<file path="config.mk">
export PLATFORM = sky130hd
export DESIGN_NAME = seq_det_stream_ctrl
export DESIGN_NICKNAME = d
export VERILOG_FILES = /design/src/rtl/seq_det_stream_ctrl.sv
export SDC_FILE = /design/constraint.sdc
export NUM_CORES = 1
export LEC_CHECK = 0
export ABC_AREA = 1
export CORE_ASPECT_RATIO = 0.9
export CORE_MARGIN = 2
export CORE_UTILIZATION = 46
export CTS_CLUSTER_SIZE = 12
export DETAILED_ROUTE_END_ITERATION = 7
export PLACE_DENSITY = 0.76
export SYNTH_ARGS = -nofsm -noshare
export SYNTH_HDL_FRONTEND = slang
export SYNTH_SLANG_ARGS = --single-unit
</file>
<file path="constraint.sdc">
create_clock -name clk -period 1.9 [get_ports clk]
set_input_delay 0.285 -clock clk [delete_from_list [all_inputs] [get_ports clk]]
set_output_delay 0.285 -clock clk [all_outputs]
set_load 0.005 [all_outputs]
</file>
<file path="src/rtl/seq_det_stream_ctrl.sv">
// rtl/seq_det_stream_ctrl.sv - word-to-serial feeder with embedded programmable pattern detector
// Serialises accepted words MSB first, detects a shadowed pattern, counts matches, raises irq.
module seq_det_stream_ctrl #(
  parameter int WORD_W = 8,
  parameter int PAT_W  = 3,
  parameter int CNT_W  = 8
) (
  input  logic              clk,
  input  logic              reset_n,
  input  logic              clr,
  input  logic [PAT_W-1:0]  cfg_pattern,
  input  logic              cfg_overlap,
  input  logic [CNT_W-1:0]  cfg_thresh,
  input  logic              in_valid,
  output logic              in_ready,
  input  logic [WORD_W-1:0] in_data,
  output logic              ser_bit,
  output logic              match_pulse,
  output logic [CNT_W-1:0]  match_count,
  output logic              irq,
  input  logic              irq_clr,
  output logic              busy
);

  localparam int IDX_W  = (WORD_W > 1) ? $clog2(WORD_W) : 1;
  localparam int FILL_W = $clog2(PAT_W + 1);
  localparam logic [IDX_W-1:0]  IDX_LAST  = IDX_W'(WORD_W - 1);
  localparam logic [FILL_W-1:0] FILL_FULL = FILL_W'(PAT_W);

  typedef enum logic {
    S_IDLE  = 1'b0,
    S_SHIFT = 1'b1
  } state_t;

  state_t            state_q, state_d;
  logic [WORD_W-1:0] word_q, word_d;
  logic [PAT_W-1:0]  pat_q, pat_d;
  logic              overlap_q, overlap_d;
  logic [IDX_W-1:0]  bit_idx_q, bit_idx_d;
  logic [PAT_W-2:0]  hist_q, hist_d;
  logic [FILL_W-1:0] fill_q, fill_d;
  logic [CNT_W-1:0]  count_q, count_d;
  logic              pulse_q, pulse_d;
  logic              irq_q, irq_d;

  logic              shifting;
  logic              last_bit;
  logic              accept;
  logic              match;
  logic [PAT_W-1:0]  hist_new;
  logic [FILL_W-1:0] fill_new;
  logic [CNT_W-1:0]  count_inc;

  assign shifting = (state_q == S_SHIFT);
  assign last_bit = shifting && (bit_idx_q == '0);
  assign accept   = in_valid && in_ready;

  // FSM: state register
  always_ff @(posedge clk or negedge reset_n) begin
    if (!reset_n) begin
      state_q <= S_IDLE;
    end else begin
      state_q <= state_d;
    end
  end

  // FSM: next state
  always_comb begin
    state_d = state_q;
    if (clr) begin
      state_d = S_IDLE;
    end else begin
      case (state_q)
        S_IDLE:  if (accept) state_d = S_SHIFT;
        S_SHIFT: if (last_bit) state_d = accept ? S_SHIFT : S_IDLE;
        default: state_d = S_IDLE;
      endcase
    end
  end

  // FSM: outputs; a new word may only enter while idle or on the last bit of the current one
  always_comb begin
    busy     = shifting;
    ser_bit  = 1'b0;
    if (shifting) begin
      ser_bit = word_q[bit_idx_q];
    end
    in_ready = reset_n && !clr && ((state_q == S_IDLE) || last_bit);
  end

  // Detector datapath: history keeps PAT_W-1 past bits, the incoming bit completes the window
  always_comb begin
    hist_new  = {hist_q, ser_bit};
    fill_new  = (fill_q == FILL_FULL) ? fill_q : fill_q + 1'b1;
    match     = shifting && (hist_new == pat_q) && (fill_new == FILL_FULL);
    count_inc = (count_q == '1) ? count_q : count_q + 1'b1;

    word_d    = word_q;
    pat_d     = pat_q;
    overlap_d = overlap_q;
    bit_idx_d = bit_idx_q;
    hist_d    = hist_q;
    fill_d    = fill_q;
    count_d   = count_q;
    pulse_d   = 1'b0;
    irq_d     = irq_q;

    if (accept) begin
      word_d    = in_data;
      pat_d     = cfg_pattern;
      overlap_d = cfg_overlap;
      bit_idx_d = IDX_LAST;
    end else if (shifting && !last_bit) begin
      bit_idx_d = bit_idx_q - 1'b1;
    end

    if (clr) begin
      hist_d  = '0;
      fill_d  = '0;
      count_d = '0;
      irq_d   = 1'b0;
    end else begin
      if (shifting) begin
        hist_d = hist_new[PAT_W-2:0];
        fill_d = (match && !overlap_q) ? '0 : fill_new;
      end
      if (match) begin
        pulse_d = 1'b1;
        count_d = count_inc;
      end
      if (irq_clr) begin
        irq_d = 1'b0;
      end
      // a set in the same cycle as irq_clr must win
      if (match && (cfg_thresh != '0) && (count_inc >= cfg_thresh)) begin
        irq_d = 1'b1;
      end
    end
  end

  always_ff @(posedge clk or negedge reset_n) begin
    if (!reset_n) begin
      word_q    <= '0;
      pat_q     <= '0;
      overlap_q <= 1'b0;
      bit_idx_q <= '0;
      hist_q    <= '0;
      fill_q    <= '0;
      count_q   <= '0;
      pulse_q   <= 1'b0;
      irq_q     <= 1'b0;
    end else begin
      word_q    <= word_d;
      pat_q     <= pat_d;
      overlap_q <= overlap_d;
      bit_idx_q <= bit_idx_d;
      hist_q    <= hist_d;
      fill_q    <= fill_d;
      count_q   <= count_d;
      pulse_q   <= pulse_d;
      irq_q     <= irq_d;
    end
  end

  assign match_pulse = pulse_q;
  assign match_count = count_q;
  assign irq         = irq_q;

endmodule

</file>
==> key figures <==
Status
  • Status: finished with violations
  • Failing checks: setup timing

Finish
  • Design area: 2603 um^2
  • N_diodes: 0
  • Fin nets: 337
  • Finished Core Util: roughly 70%
  • Layout cell share with drive strength beyond 1: between 20% and 30%
  • Area delta synth->final: 44.14%
  • Area occupied by multi-input gates: between 900 and 1000 um^2
  • Fin cells: 348
  • Fillers: 301
  • Storage cell area: between 700 and 800 um^2

Floorplanning
  • Initial Util: 48.39%
  • # rows: 21
  • Full die area: 4443 um^2
  • Die width: about 70 um
  • I/O pin cnt: 38
  • Core area: roughly 3700 um^2
  • Chip height: 63.44 um

Global route
  • Initial antenna violation count: 0
  • First-pass GRT wire length: 7155 um
  • GRT overflow: 0
  • Gr busiest metal: met2
  • Met2 usage: between 30% and 40%
  • Vias in the first global route: roughly 1700
  • Total Routing Usage GR: between 20 and 25%
  • Met3 Usage GRT: under 10%
  • Pin count of the biggest net entering global routing: 31
  • GRT met1 Usage: between 20% and 30%

Synth
  • Biggest area consumer among synthesized cells: dfrtp_1
  • Asr flop ratio synth: 100.0%
  • Synth cell types: 28
  • Post-Syn Area: 1805 um^2
  • Simple-gate share of the synthesized area: between 20 and 30%
  • Compound-Gate Fraction of Synth Area: around 11%
  • Largest family of logic cells by synthesized area: simple AND/OR/NAND/NOR gates
  • Top FF cell, synth: dfrtp_1
  • Sequential fraction of the synthesis area: between 40% and 50%
  • Post-Syn Nets: 260
  • Mux share of post-synthesis cell area: 0%
  • Top cells by count, synth: 62 x nand2_1, 38 x inv_1, 30 x dfrtp_1
  • Synth Area in Adders: 7.623%
  • Yosys Warn Count: 0
  • Synth area leaders: dfrtp_1 42%, nand2_1 13%, inv_1 7.9%
  • Most numerous cell in the Yosys netlist: nand2_1
  • Syn Area/Cell: 8.060 um^2
  • Post-synthesis xor/xnor area fraction: between 2 and 2.5%
  • Post-synth top area share: between 40% and 50%
  • Post-Synthesis Cells: 224
  • Post-synth EDFFs: 0
  • Seq cells post-synth: 30

STA
  • Clk_skew: 0.003052 ns
  • Worst-Margin Slew: around 0.38 ns
  • Min cycle time layout: about 2.1 ns
  • Final Hold Fails: 0
  • Slack of the critical path: -0.2094 ns
  • Final setup fails: 1
  • Fin crit share: 111.0%
  • Final slew viol count: 0
  • Unrepaired setup endpoints after global routing: true
  • Highest Clock Rate: 474.1 MHz
  • Relative slew slack: 74.91%

Placed design
  • IO Port Bufs: 37
  • Dpl cell area: approximately 2400 um^2
  • RD Place Congestion: between 0.9 and 1
  • Post-DP HPWL: ~3000 um
  • Pre-CTS setup slack: -0.2807 ns
  • Dpl cells: 331

Critical path
  • Arr. time, crit path: 2.28 ns
  • Crit start category: flip-flop
  • Worst r2r path cells: 14
  • Largest fanout on the critical path: 5
  • Req. time, crit path: roughly 2.1 ns
  • R2R setup slack: -0.21 ns
  • Worst setup startpoint: match_count[1]
  • Worst R2R End: irq
  • Worst setup path class: reg -> reg
  • Reg-to-Reg Start: match_count[1]
  • Crit path to: irq
  • Worst setup EP type: flip-flop

Pwr
  • LEAKAGE: about 0.0013 uW
  • Pwr Total: roughly 2000 uW
  • Maximum VDD drop: approximately 680 uV
  • Power density cells: just under 800 nW/um^2

Routing
  • Wire per inst: about 12 um
  • Drt first pass iters: 4
  • Routed WL: between 4000 and 5000 um
  • DRC Markers: 0
  • Routed Antenna Nets: 0
  • Vias: 1704
  • Drt initial violations: 76
  • Vias per inst: 4.897

Clock tree
  • Root Buffer: clkbuf_8
  • CTS Hold Bufs: 0
  • Worst-skew pair later-pin latency: 0.28 ns
  • Clock edge transition at the registers on the reported setup and hold paths: 0.06 ns
  • Maximum clock path buffer count: 2
  • CTS tree: yes
  • Inserted Clock Buffers: 5
  • H-Tree Depth: 2
  • CTS sink cnt: 30

Hold path
  • Hold Path Class: in -> async

Flow run
  • Total of max-cap violations: 0
-- through the flow --
| stage | TNS, ns | hold slack (ns) |
|---|---|---|
| CTS | -0.1953 | 0.4342 |
| finish | -0.2094 | 0.4203 |
| floorplan | -0.08566 | -0.01059 |
| global placement | -0.1446 | 0.4675 |
| detailed placement | -0.2807 | 0.4738 |
| global route | -0.3991 | 0.4609 |
-- area by class of cell --
class,instances,area share (%)
clock buffer,7,3.317
clock inverter,1,0.1923
inverter,39,5.721
multi-input combinational,153,34.95
sequential,30,28.89
tap,46,2.212
timing repair buffer,72,24.71
-- flip-flops by register name (all words and copies together) (netlist names) --
register and cells:
busy 1, hist_q 2, match_count 8, bit_idx_q 3
irq 1, pat_q 3, word_q 8, match_pulse 1
fill_q 2, overlap_q 1
-- routing by layer --
layer	up-vias	wire, um	share of wire (%)
met5	-	0	0
met4	0	86	2.1
met3	9	235	5.8
met2	52	1861	46
met1	772	1859	46
li1	871	-	-
-- power by group --
group | internal [uW] | switching (uW)
Sequential | 745 | 65.3
Clock | 291 | 231
Combinational | 324 | 358
Total | 1360 | 655
-- cell usage in the layout, fill, tap and decap left out, types with 2 or more instances in the layout --
| cell type | n |
|---|---|
| nand2_1 | 63 |
| inv_1 | 38 |
| clkdlybuf4s50_1 | 35 |
| buf_4 | 34 |
| dfrtp_1 | 29 |
| nand3_1 | 11 |
| nor2_1 | 10 |
| o21ai_0 | 10 |
| ha_1 | 10 |
| o21ai_1 | 8 |
| clkbuf_8 | 6 |
| nand4_1 | 5 |
| nand3_2 | 4 |
| a21oi_1 | 4 |
| xor2_1 | 3 |
| o22ai_1 | 3 |
| o21ai_2 | 3 |
| nor2_2 | 2 |
| nand2_2 | 2 |
| nand3_4 | 2 |
| xnor2_1 | 2 |
| nand2_4 | 2 |
| nor4_1 | 2 |
| dlygate4sd2_1 | 2 |
-- cells by family after synthesis --
kind of cell	count (synthesis)
and+or+nand+nor	104
buffers and inverters	42
AOI/OAI and AO/OA	32
DFF	30
adders and majority gates	11
xor gates and xnor gates	5
-- how the worst min path moves through the flow --
stage | start | end | slack, ns
2_1_floorplan | reset_n | bit_idx_q[0] | -0.01
3_3_place_gp | hist_q[0] | hist_q[1] | 0.47
3_5_place_dp | word_q[0] | word_q[0] | 0.47
4_1_cts | reset_n | word_q[0] | 0.43
5_1_grt | reset_n | word_q[0] | 0.46
6_report | reset_n | fill_q[0] | 0.42
-- critical path: stages, from the launching register on --
cell       delay [ns]
dfrtp_1          0.37
ha_2             0.19
nand4_1          0.12
nor2_2           0.16
nand2_2          0.12
o21ai_1          0.20
ha_1             0.28
inv_1            0.07
nor2_1           0.04
o21ai_1          0.11
nand2_1          0.06
nand2_1          0.06
o2111ai_1        0.08
nand3_1          0.08
a21oi_1          0.06
-- timing repair --
item,CTS,global route
gates resized for setup,6,1
buffers inserted,5,3
pin swaps,6,2
setup endpoints to repair,3,2
cloned,1,0
Note: power is estimated with default switching activity, not from simulation.
